## src/rtl/qtable_neighbor_engine.sv

```systemverilog
// rtl/qtable_neighbor_engine.sv - neighbour table and known-CH list owner with per-packet search/update
// Optional full-table replacement of the lowest-q entry: define QTNE_REPLACE_EN.
module qtable_neighbor_engine #(
    parameter int ID_W      = 16,
    parameter int DATA_W    = 16,
    parameter int NBR_DEPTH = 8,
    parameter int CH_DEPTH  = 4,
    parameter int CNT_W     = $clog2(NBR_DEPTH + 1),
    parameter int CCNT_W    = $clog2(CH_DEPTH + 1)
) (
    input  logic              clk,
    input  logic              nrst,
    input  logic              start,
    input  logic [ID_W-1:0]   f_src_id,
    input  logic [DATA_W-1:0] f_hops,
    input  logic [ID_W-1:0]   f_cid,
    input  logic [DATA_W-1:0] f_energy,
    input  logic [DATA_W-1:0] f_q,
    input  logic [ID_W-1:0]   f_ch_id,
    input  logic              f_ch_valid,
    output logic              busy,
    output logic              done,
    output logic              res_added,
    output logic              res_updated,
    output logic              res_drop,
    output logic              ch_added,
    output logic [CNT_W-1:0]  nbr_count,
    output logic [CCNT_W-1:0] ch_count,
    input  logic [CNT_W-1:0]  rd_idx,
    output logic [ID_W-1:0]   rd_id,
    output logic [DATA_W-1:0] rd_hops,
    output logic [ID_W-1:0]   rd_cid,
    output logic [DATA_W-1:0] rd_energy,
    output logic [DATA_W-1:0] rd_q,
    input  logic [CCNT_W-1:0] ch_rd_idx,
    output logic [ID_W-1:0]   ch_rd_id
);

    localparam int NAW = (NBR_DEPTH > 1) ? $clog2(NBR_DEPTH) : 1;
    localparam int CAW = (CH_DEPTH > 1) ? $clog2(CH_DEPTH) : 1;
    localparam logic [CNT_W-1:0]  NBR_FULL = CNT_W'(NBR_DEPTH);
    localparam logic [CCNT_W-1:0] CH_FULL  = CCNT_W'(CH_DEPTH);

    typedef enum logic [2:0] {
        S_IDLE, S_SCAN_NBR, S_WRITE_NBR, S_SCAN_CH, S_WRITE_CH, S_DONE
    } state_t;

    state_t              state_q, state_d;
    logic [CNT_W-1:0]    idx_q, idx_d;
    logic [CCNT_W-1:0]   cidx_q, cidx_d;
    logic                found_q, found_d;
    logic [ID_W-1:0]     p_src_q, p_src_d, p_cid_q, p_cid_d, p_ch_q, p_ch_d;
    logic [DATA_W-1:0]   p_hops_q, p_hops_d, p_energy_q, p_energy_d, p_qv_q, p_qv_d;
    logic                p_chv_q, p_chv_d;
    logic [ID_W-1:0]     nbr_id_q [NBR_DEPTH], nbr_id_d [NBR_DEPTH];
    logic [DATA_W-1:0]   nbr_hops_q [NBR_DEPTH], nbr_hops_d [NBR_DEPTH];
    logic [ID_W-1:0]     nbr_cid_q [NBR_DEPTH], nbr_cid_d [NBR_DEPTH];
    logic [DATA_W-1:0]   nbr_energy_q [NBR_DEPTH], nbr_energy_d [NBR_DEPTH];
    logic [DATA_W-1:0]   nbr_qv_q [NBR_DEPTH], nbr_qv_d [NBR_DEPTH];
    logic [ID_W-1:0]     ch_id_q [CH_DEPTH], ch_id_d [CH_DEPTH];
    logic [CNT_W-1:0]    nbr_count_q, nbr_count_d;
    logic [CCNT_W-1:0]   ch_count_q, ch_count_d;
    logic                busy_q, busy_d, done_q, done_d;
    logic                added_q, added_d, updated_q, updated_d, drop_q, drop_d, ch_added_q, ch_added_d;
`ifdef QTNE_REPLACE_EN
    logic [NAW-1:0]      min_idx_q, min_idx_d;
    logic [DATA_W-1:0]   min_qv_q, min_qv_d;
`endif

    logic [NAW-1:0] idx_a, cnt_a;
    logic [CAW-1:0] cidx_a, ccnt_a;
    assign idx_a  = idx_q[NAW-1:0];
    assign cnt_a  = nbr_count_q[NAW-1:0];
    assign cidx_a = cidx_q[CAW-1:0];
    assign ccnt_a = ch_count_q[CAW-1:0];

    always_comb begin
        state_d = state_q;  idx_d = idx_q;  cidx_d = cidx_q;  found_d = found_q;
        p_src_d = p_src_q;  p_hops_d = p_hops_q;  p_cid_d = p_cid_q;
        p_energy_d = p_energy_q;  p_qv_d = p_qv_q;  p_ch_d = p_ch_q;  p_chv_d = p_chv_q;
        nbr_id_d = nbr_id_q;  nbr_hops_d = nbr_hops_q;  nbr_cid_d = nbr_cid_q;
        nbr_energy_d = nbr_energy_q;  nbr_qv_d = nbr_qv_q;  ch_id_d = ch_id_q;
        nbr_count_d = nbr_count_q;  ch_count_d = ch_count_q;
        added_d = added_q;  updated_d = updated_q;  drop_d = drop_q;  ch_added_d = ch_added_q;
`ifdef QTNE_REPLACE_EN
        min_idx_d = min_idx_q;  min_qv_d = min_qv_q;
`endif
        case (state_q)
            S_IDLE: begin
                if (start) begin
                    p_src_d = f_src_id;  p_hops_d = f_hops;  p_cid_d = f_cid;
                    p_energy_d = f_energy;  p_qv_d = f_q;  p_ch_d = f_ch_id;  p_chv_d = f_ch_valid;
                    added_d = 1'b0;  updated_d = 1'b0;  drop_d = 1'b0;  ch_added_d = 1'b0;
                    idx_d = '0;  cidx_d = '0;  found_d = 1'b0;
                    state_d = S_SCAN_NBR;
                end
            end
            S_SCAN_NBR: begin
                if (idx_q == nbr_count_q) begin
                    found_d = 1'b0;
                    state_d = S_WRITE_NBR;
                end else begin
`ifdef QTNE_REPLACE_EN
                    // Strict less-than keeps the lowest index on ties.
                    if (idx_q == '0 || nbr_qv_q[idx_a] < min_qv_q) begin
                        min_idx_d = idx_a;
                        min_qv_d  = nbr_qv_q[idx_a];
                    end
`endif
                    if (nbr_id_q[idx_a] == p_src_q) begin
                        found_d = 1'b1;
                        state_d = S_WRITE_NBR;
                    end else begin
                        idx_d = idx_q + 1'b1;
                    end
                end
            end
            S_WRITE_NBR: begin
                if (found_q) begin
                    nbr_cid_d[idx_a]    = p_cid_q;
                    nbr_energy_d[idx_a] = p_energy_q;
                    nbr_qv_d[idx_a]     = p_qv_q;
                    if (p_hops_q < nbr_hops_q[idx_a]) nbr_hops_d[idx_a] = p_hops_q;
                    updated_d = 1'b1;
                end else if (nbr_count_q < NBR_FULL) begin
                    nbr_id_d[cnt_a] = p_src_q;  nbr_hops_d[cnt_a] = p_hops_q;
                    nbr_cid_d[cnt_a] = p_cid_q;  nbr_energy_d[cnt_a] = p_energy_q;
                    nbr_qv_d[cnt_a] = p_qv_q;
                    nbr_count_d = nbr_count_q + 1'b1;
                    added_d = 1'b1;
                end else begin
`ifdef QTNE_REPLACE_EN
                    if (p_qv_q > min_qv_q) begin
                        nbr_id_d[min_idx_q] = p_src_q;  nbr_hops_d[min_idx_q] = p_hops_q;
                        nbr_cid_d[min_idx_q] = p_cid_q;  nbr_energy_d[min_idx_q] = p_energy_q;
                        nbr_qv_d[min_idx_q] = p_qv_q;
                        added_d = 1'b1;
                    end else begin
                        drop_d = 1'b1;
                    end
`else
                    drop_d = 1'b1;
`endif
                end
                state_d = p_chv_q ? S_SCAN_CH : S_DONE;
            end
            S_SCAN_CH: begin
                if (cidx_q == ch_count_q) begin
                    state_d = (ch_count_q < CH_FULL) ? S_WRITE_CH : S_DONE;
                end else if (ch_id_q[cidx_a] == p_ch_q) begin
                    state_d = S_DONE;
                end else begin
                    cidx_d = cidx_q + 1'b1;
                end
            end
            S_WRITE_CH: begin
                ch_id_d[ccnt_a] = p_ch_q;
                ch_count_d = ch_count_q + 1'b1;
                ch_added_d = 1'b1;
                state_d = S_DONE;
            end
            S_DONE:  state_d = S_IDLE;
            default: state_d = S_IDLE;
        endcase
        busy_d = (state_d != S_IDLE);
        done_d = (state_d == S_DONE);
    end

    always_ff @(posedge clk) begin
        if (!nrst) begin
            state_q <= S_IDLE;  idx_q <= '0;  cidx_q <= '0;  found_q <= 1'b0;
            p_src_q <= '0;  p_hops_q <= '0;  p_cid_q <= '0;  p_energy_q <= '0;
            p_qv_q <= '0;  p_ch_q <= '0;  p_chv_q <= 1'b0;
            nbr_id_q <= '{default: '0};  nbr_hops_q <= '{default: '0};
            nbr_cid_q <= '{default: '0};  nbr_energy_q <= '{default: '0};
            nbr_qv_q <= '{default: '0};  ch_id_q <= '{default: '0};
            nbr_count_q <= '0;  ch_count_q <= '0;
            busy_q <= 1'b0;  done_q <= 1'b0;
            added_q <= 1'b0;  updated_q <= 1'b0;  drop_q <= 1'b0;  ch_added_q <= 1'b0;
`ifdef QTNE_REPLACE_EN
            min_idx_q <= '0;  min_qv_q <= '0;
`endif
        end else begin
            state_q <= state_d;  idx_q <= idx_d;  cidx_q <= cidx_d;  found_q <= found_d;
            p_src_q <= p_src_d;  p_hops_q <= p_hops_d;  p_cid_q <= p_cid_d;  p_energy_q <= p_energy_d;
            p_qv_q <= p_qv_d;  p_ch_q <= p_ch_d;  p_chv_q <= p_chv_d;
            nbr_id_q <= nbr_id_d;  nbr_hops_q <= nbr_hops_d;
            nbr_cid_q <= nbr_cid_d;  nbr_energy_q <= nbr_energy_d;
            nbr_qv_q <= nbr_qv_d;  ch_id_q <= ch_id_d;
            nbr_count_q <= nbr_count_d;  ch_count_q <= ch_count_d;
            busy_q <= busy_d;  done_q <= done_d;
            added_q <= added_d;  updated_q <= updated_d;  drop_q <= drop_d;  ch_added_q <= ch_added_d;
`ifdef QTNE_REPLACE_EN
            min_idx_q <= min_idx_d;  min_qv_q <= min_qv_d;
`endif
        end
    end

    assign busy        = busy_q;
    assign done        = done_q;
    assign res_added   = added_q;
    assign res_updated = updated_q;
    assign res_drop    = drop_q;
    assign ch_added    = ch_added_q;
    assign nbr_count   = nbr_count_q;
    assign ch_count    = ch_count_q;

    logic rd_ok, ch_rd_ok;
    assign rd_ok     = (rd_idx < nbr_count_q);
    assign ch_rd_ok  = (ch_rd_idx < ch_count_q);
    assign rd_id     = rd_ok ? nbr_id_q[rd_idx[NAW-1:0]] : '0;
    assign rd_hops   = rd_ok ? nbr_hops_q[rd_idx[NAW-1:0]] : '0;
    assign rd_cid    = rd_ok ? nbr_cid_q[rd_idx[NAW-1:0]] : '0;
    assign rd_energy = rd_ok ? nbr_energy_q[rd_idx[NAW-1:0]] : '0;
    assign rd_q      = rd_ok ? nbr_qv_q[rd_idx[NAW-1:0]] : '0;
    assign ch_rd_id  = ch_rd_ok ? ch_id_q[ch_rd_idx[CAW-1:0]] : '0;

endmodule

```

## config.mk

```make
export PLATFORM = sky130hd
export DESIGN_NAME = qtable_neighbor_engine
export DESIGN_NICKNAME = d
export VERILOG_FILES = /design/src/rtl/qtable_neighbor_engine.sv
export SDC_FILE = /design/constraint.sdc
export NUM_CORES = 2
export LEC_CHECK = 0
export ABC_AREA = 1
export CELL_PAD_IN_SITES_DETAIL_PLACEMENT = 0
export CELL_PAD_IN_SITES_GLOBAL_PLACEMENT = 1
export CORE_MARGIN = 5
export CORE_UTILIZATION = 25
export CTS_CLUSTER_DIAMETER = 60
export DETAILED_ROUTE_END_ITERATION = 12
export PLACE_DENSITY_LB_ADDON = 0.3
export SYNTH_ARGS = -nofsm -noshare
export SYNTH_HDL_FRONTEND = slang
export SYNTH_SLANG_ARGS = --single-unit
```

## constraint.sdc

```tcl
create_clock -name clk -period 6.5 [get_ports clk]
set_clock_uncertainty 0.2 [all_clocks]
set_input_delay 0.975 -clock clk [delete_from_list [all_inputs] [get_ports clk]]
set_output_delay 0.975 -clock clk [all_outputs]
set_load 0.02 [all_outputs]
```

==> flow_summary.json <==
{
  "numCtsBuffers": 110,
  "leakage_nw": 17.0,
  "dpl.hpwl_mm": 85.9,
  "path_max_fanout": 100,
  "drv_cap": 0,
  "r2r-end": "nbr_hops_q[119]",
  "worstRegToRegCells": 20,
  "async_flop_share": 0,
  "die_y_um": 403,
  "clk_pin_slew_ns": 0.05,
  "hp-class": "reg -> reg",
  "critPathRequiredTime_ns": 5.32,
  "synth-adder-area-share": 0.00877,
  "synth_top_family_by_area": "compound AO/OA/AOI/OAI gates",
  "grt_pass1_vias": 35500,
  "dr_total_vias": 37300,
  "min_to": "nbr_cid_q[49]",
  "fin_crit_ns": 5.20,
  "post_cts_buffers": 0,
  "crit_path_start_kind": "primary input",
  "finalSetupViolCount": 0,
  "slew_headroom": 0.269,
  "cts_hold_buffers": 0,
  "io_buffers": 215,
  "finalHoldViolCount": 0,
  "rrSetupSlack_ns": 1.69,
  "gp_congestion": 0.773,
  "grt_pass1_wl_mm": 223,
  "setup_tns_ns": 0,
  "synth-edff-count": 0,
  "grt_max_degree": 174,
  "critPathKind": "in -> out",
  "total_power_w": 0.0170,
  "path_cells": "buf_8 -> inv_8 -> a21boi_0 -> o211ai_1 -> nand2_4 -> nor2_1 -> clkdlybuf4s50_1",
  "slowest_stage": "clkdlybuf4s50_1",
  "routed_wl_mm": 147,
  "cts_resized": 0,
  "rsz0062_at_grt": "no",
  "fp.coreArea_um2": 154000,
  "r2r_start": "idx_q[1]",
  "die_w_um": 403,
  "synth-compound-area-share": 0.274,
  "die_area_um2": 162000,
  "synth_area_leaders": "dfxtp_1 43%, a21oi_1 13%, o21ai_0 12%, nand2_1 10%, nor2_1 5.1%",
  "synth_xor_area_frac": 0.00364,
  "wire_per_inst_um": 19.0,
  "timing.fmax_mhz": 192,
  "cts_num_sinks": 825,
  "cts_max_level": 3,
  "yosys.area_share.simple": 0.200,
  "period_share": 0.800,
  "drt_iter0_drc": 2834,
  "synth_cells": 5663,
  "hold_depth": 2,
  "antenna_left": 0,
  "report.final.slew_viol_count": 0,
  "pwr_density_cell_nw_per_um2": 368,
  "cts.path.max_buffers": 3,
  "clk_latency_ns": 0.74,
  "firstDrtPassIters": 6,
  "antenna_found_initial": 9,
  "critPathCaptureType": "primary output",
  "synth_top_area_share": 0.429,
  "synth_area_um2": 38500,
  "top_level_ports": 216,
  "ir_worst_vdd_mv": 0.490,
  "drive_gt1_frac": 0.0535,
  "worstHoldStart": "nbr_cid_q[49]",
  "start_util": 0.251,
  "tritoncts": "yes",
  "grtUsageTotal": 0.175,
  "ys_seq_area_frac": 0.429,
  "yosys_most_used_dff": "dfxtp_1",
  "cp.arrival_ns": 4.03,
  "synth_area_leader_cell": "dfxtp_1",
  "synth.avg_cell_area_um2": 6.80,
  "root_buffer": "clkbuf_16",
  "area_growth_pct": 19.8,
  "ys_ff_latch": 825,
  "crit_family": "buffers and inverters",
  "timing.critical_path.buf_inv": 3,
  "ys_warn_count": 0,
  "drc": 0,
  "syn_nets": 5797,
  "yosysUniqueCellTypes": 42,
  "nets": 5730,
  "muxShareOfSynthArea": 0,
  "status": "finished clean",
  "avgViaCountPerCell": 4.82,
  "grt_overflow": 0,
  "cpPeakStageDelay_ns": 0.72,
  "rows": 144,
  "worst_slew_pin_slew_ns": 1.09
}
## logic make-up (layout without fill, tap and decap cells)
group | Yosys count | after routing
other | 0 | 3
and+or+nand+nor | 1915 | 1915
DFF | 825 | 825
AOI/OAI and AO/OA | 2048 | 2048
adders and majority gates | 27 | 27
xor gates and xnor gates | 16 | 16
buffers and inverters | 832 | 854
## tightest hold or removal path: cells and delay by family, from the launching register on
kind | cells | cell delay [ns]
flip-flops | 1 | 0.29
buffers and inverters | 1 | 0.06
AO/OA/AOI/OAI | 1 | 0.05
## routing by layer
metal	GRT usage	vias up	wire length, um
li1	-	18800	-
met1	0.236	17400	67900
met2	0.287	814	67400
met3	0.0300	202	7610
met4	0.0506	10	3750
met5	0	-	70
## cell type report
cell class	count	area, um^2
Fill cell	16800	108000
Multi-Input combinational cell	4006	18800
Sequential cell	825	16500
Clock buffer	151	3180
Timing Repair Buffer	286	2900
Tap cell	2044	2560
Inverter	367	1410
Clock inverter	50	748
Antenna cell	3	7.51
## synthesized netlist by cell type (10+ instances only)
master    number
nand3_1      315
ha_1          27
buf_2         34
clkinv_1      31
clkbuf_1     343
dfxtp_1      825
o22ai_1       10
o211ai_1      40
nand4_1       10
a32oi_1       18
xor2_1        14
o21ai_0      915
nor2_1       528
a21oi_1     1019
inv_1        331
buf_4         27
buf_1         58
nand2_1     1038
## worst max-delay path by stage
stage                   start          to  slack (ns)  cells after the start
floorplan           rd_idx[1]    rd_q[14]        2.76                      8
global placement    rd_idx[0]  rd_hops[3]        1.31                      8
detailed placement  rd_idx[0]  rd_hops[3]        1.29                      8
CTS                 rd_idx[0]  rd_hops[3]        1.29                      8
global route        rd_idx[0]  rd_hops[3]        1.08                      8
finish              rd_idx[0]  rd_hops[0]        1.30                      7
## state kept, by name, summed over array words and instances, names as in the netlist, 3 cells and up
signal        cells
p_cid_q          16
nbr_hops_q      128
state_q           3
nbr_id_q        128
cidx_q            3
p_energy_q       16
nbr_count         4
p_ch_q           16
p_src_q          16
nbr_qv_q        128
nbr_energy_q    128
ch_count          3
nbr_cid_q       128
p_qv_q           16
p_hops_q         16
ch_id_q          64
idx_q             4
## power by group
part | total (W) | switching, W | internal [W]
clock | 0.00652 | 0.00250 | 0.00402
combinational | 0.00436 | 0.00324 | 0.00112
sequential | 0.00611 | 0.000461 | 0.00565
## cell usage in the layout, fill, tap and decap left out, types with 11 or more instances in the layout
master           instances
nand2_1               1035
a21oi_1               1019
o21ai_0                915
dfxtp_1                824
nor2_1                 518
inv_1                  327
nand3_1                315
clkdlybuf4s50_1        211
clkbuf_16              112
buf_4                   56
o211ai_1                40
clkinv_1                27
ha_1                    27
clkbuf_8                23
a32oi_1                 18
clkbuf_1                16
buf_12                  16
bufinv_16               15
xor2_1                  14
clkinv_2                11
## metrics by stage
step	cell area [um^2]	setup slack, ns	hold WS, ns	utilization	std cells
after floorplan	38500	2.76	0.230	-	5663
after global placement	42200	1.31	0.239	0.275	7528
after detailed placement	42200	1.29	0.244	0.275	7528
after CTS	46100	1.29	0.254	0.300	7729
after global routing	46100	1.08	0.269	0.300	7729
final	46100	1.30	0.251	0.300	7732
Note: power is estimated with default switching activity, not from simulation.
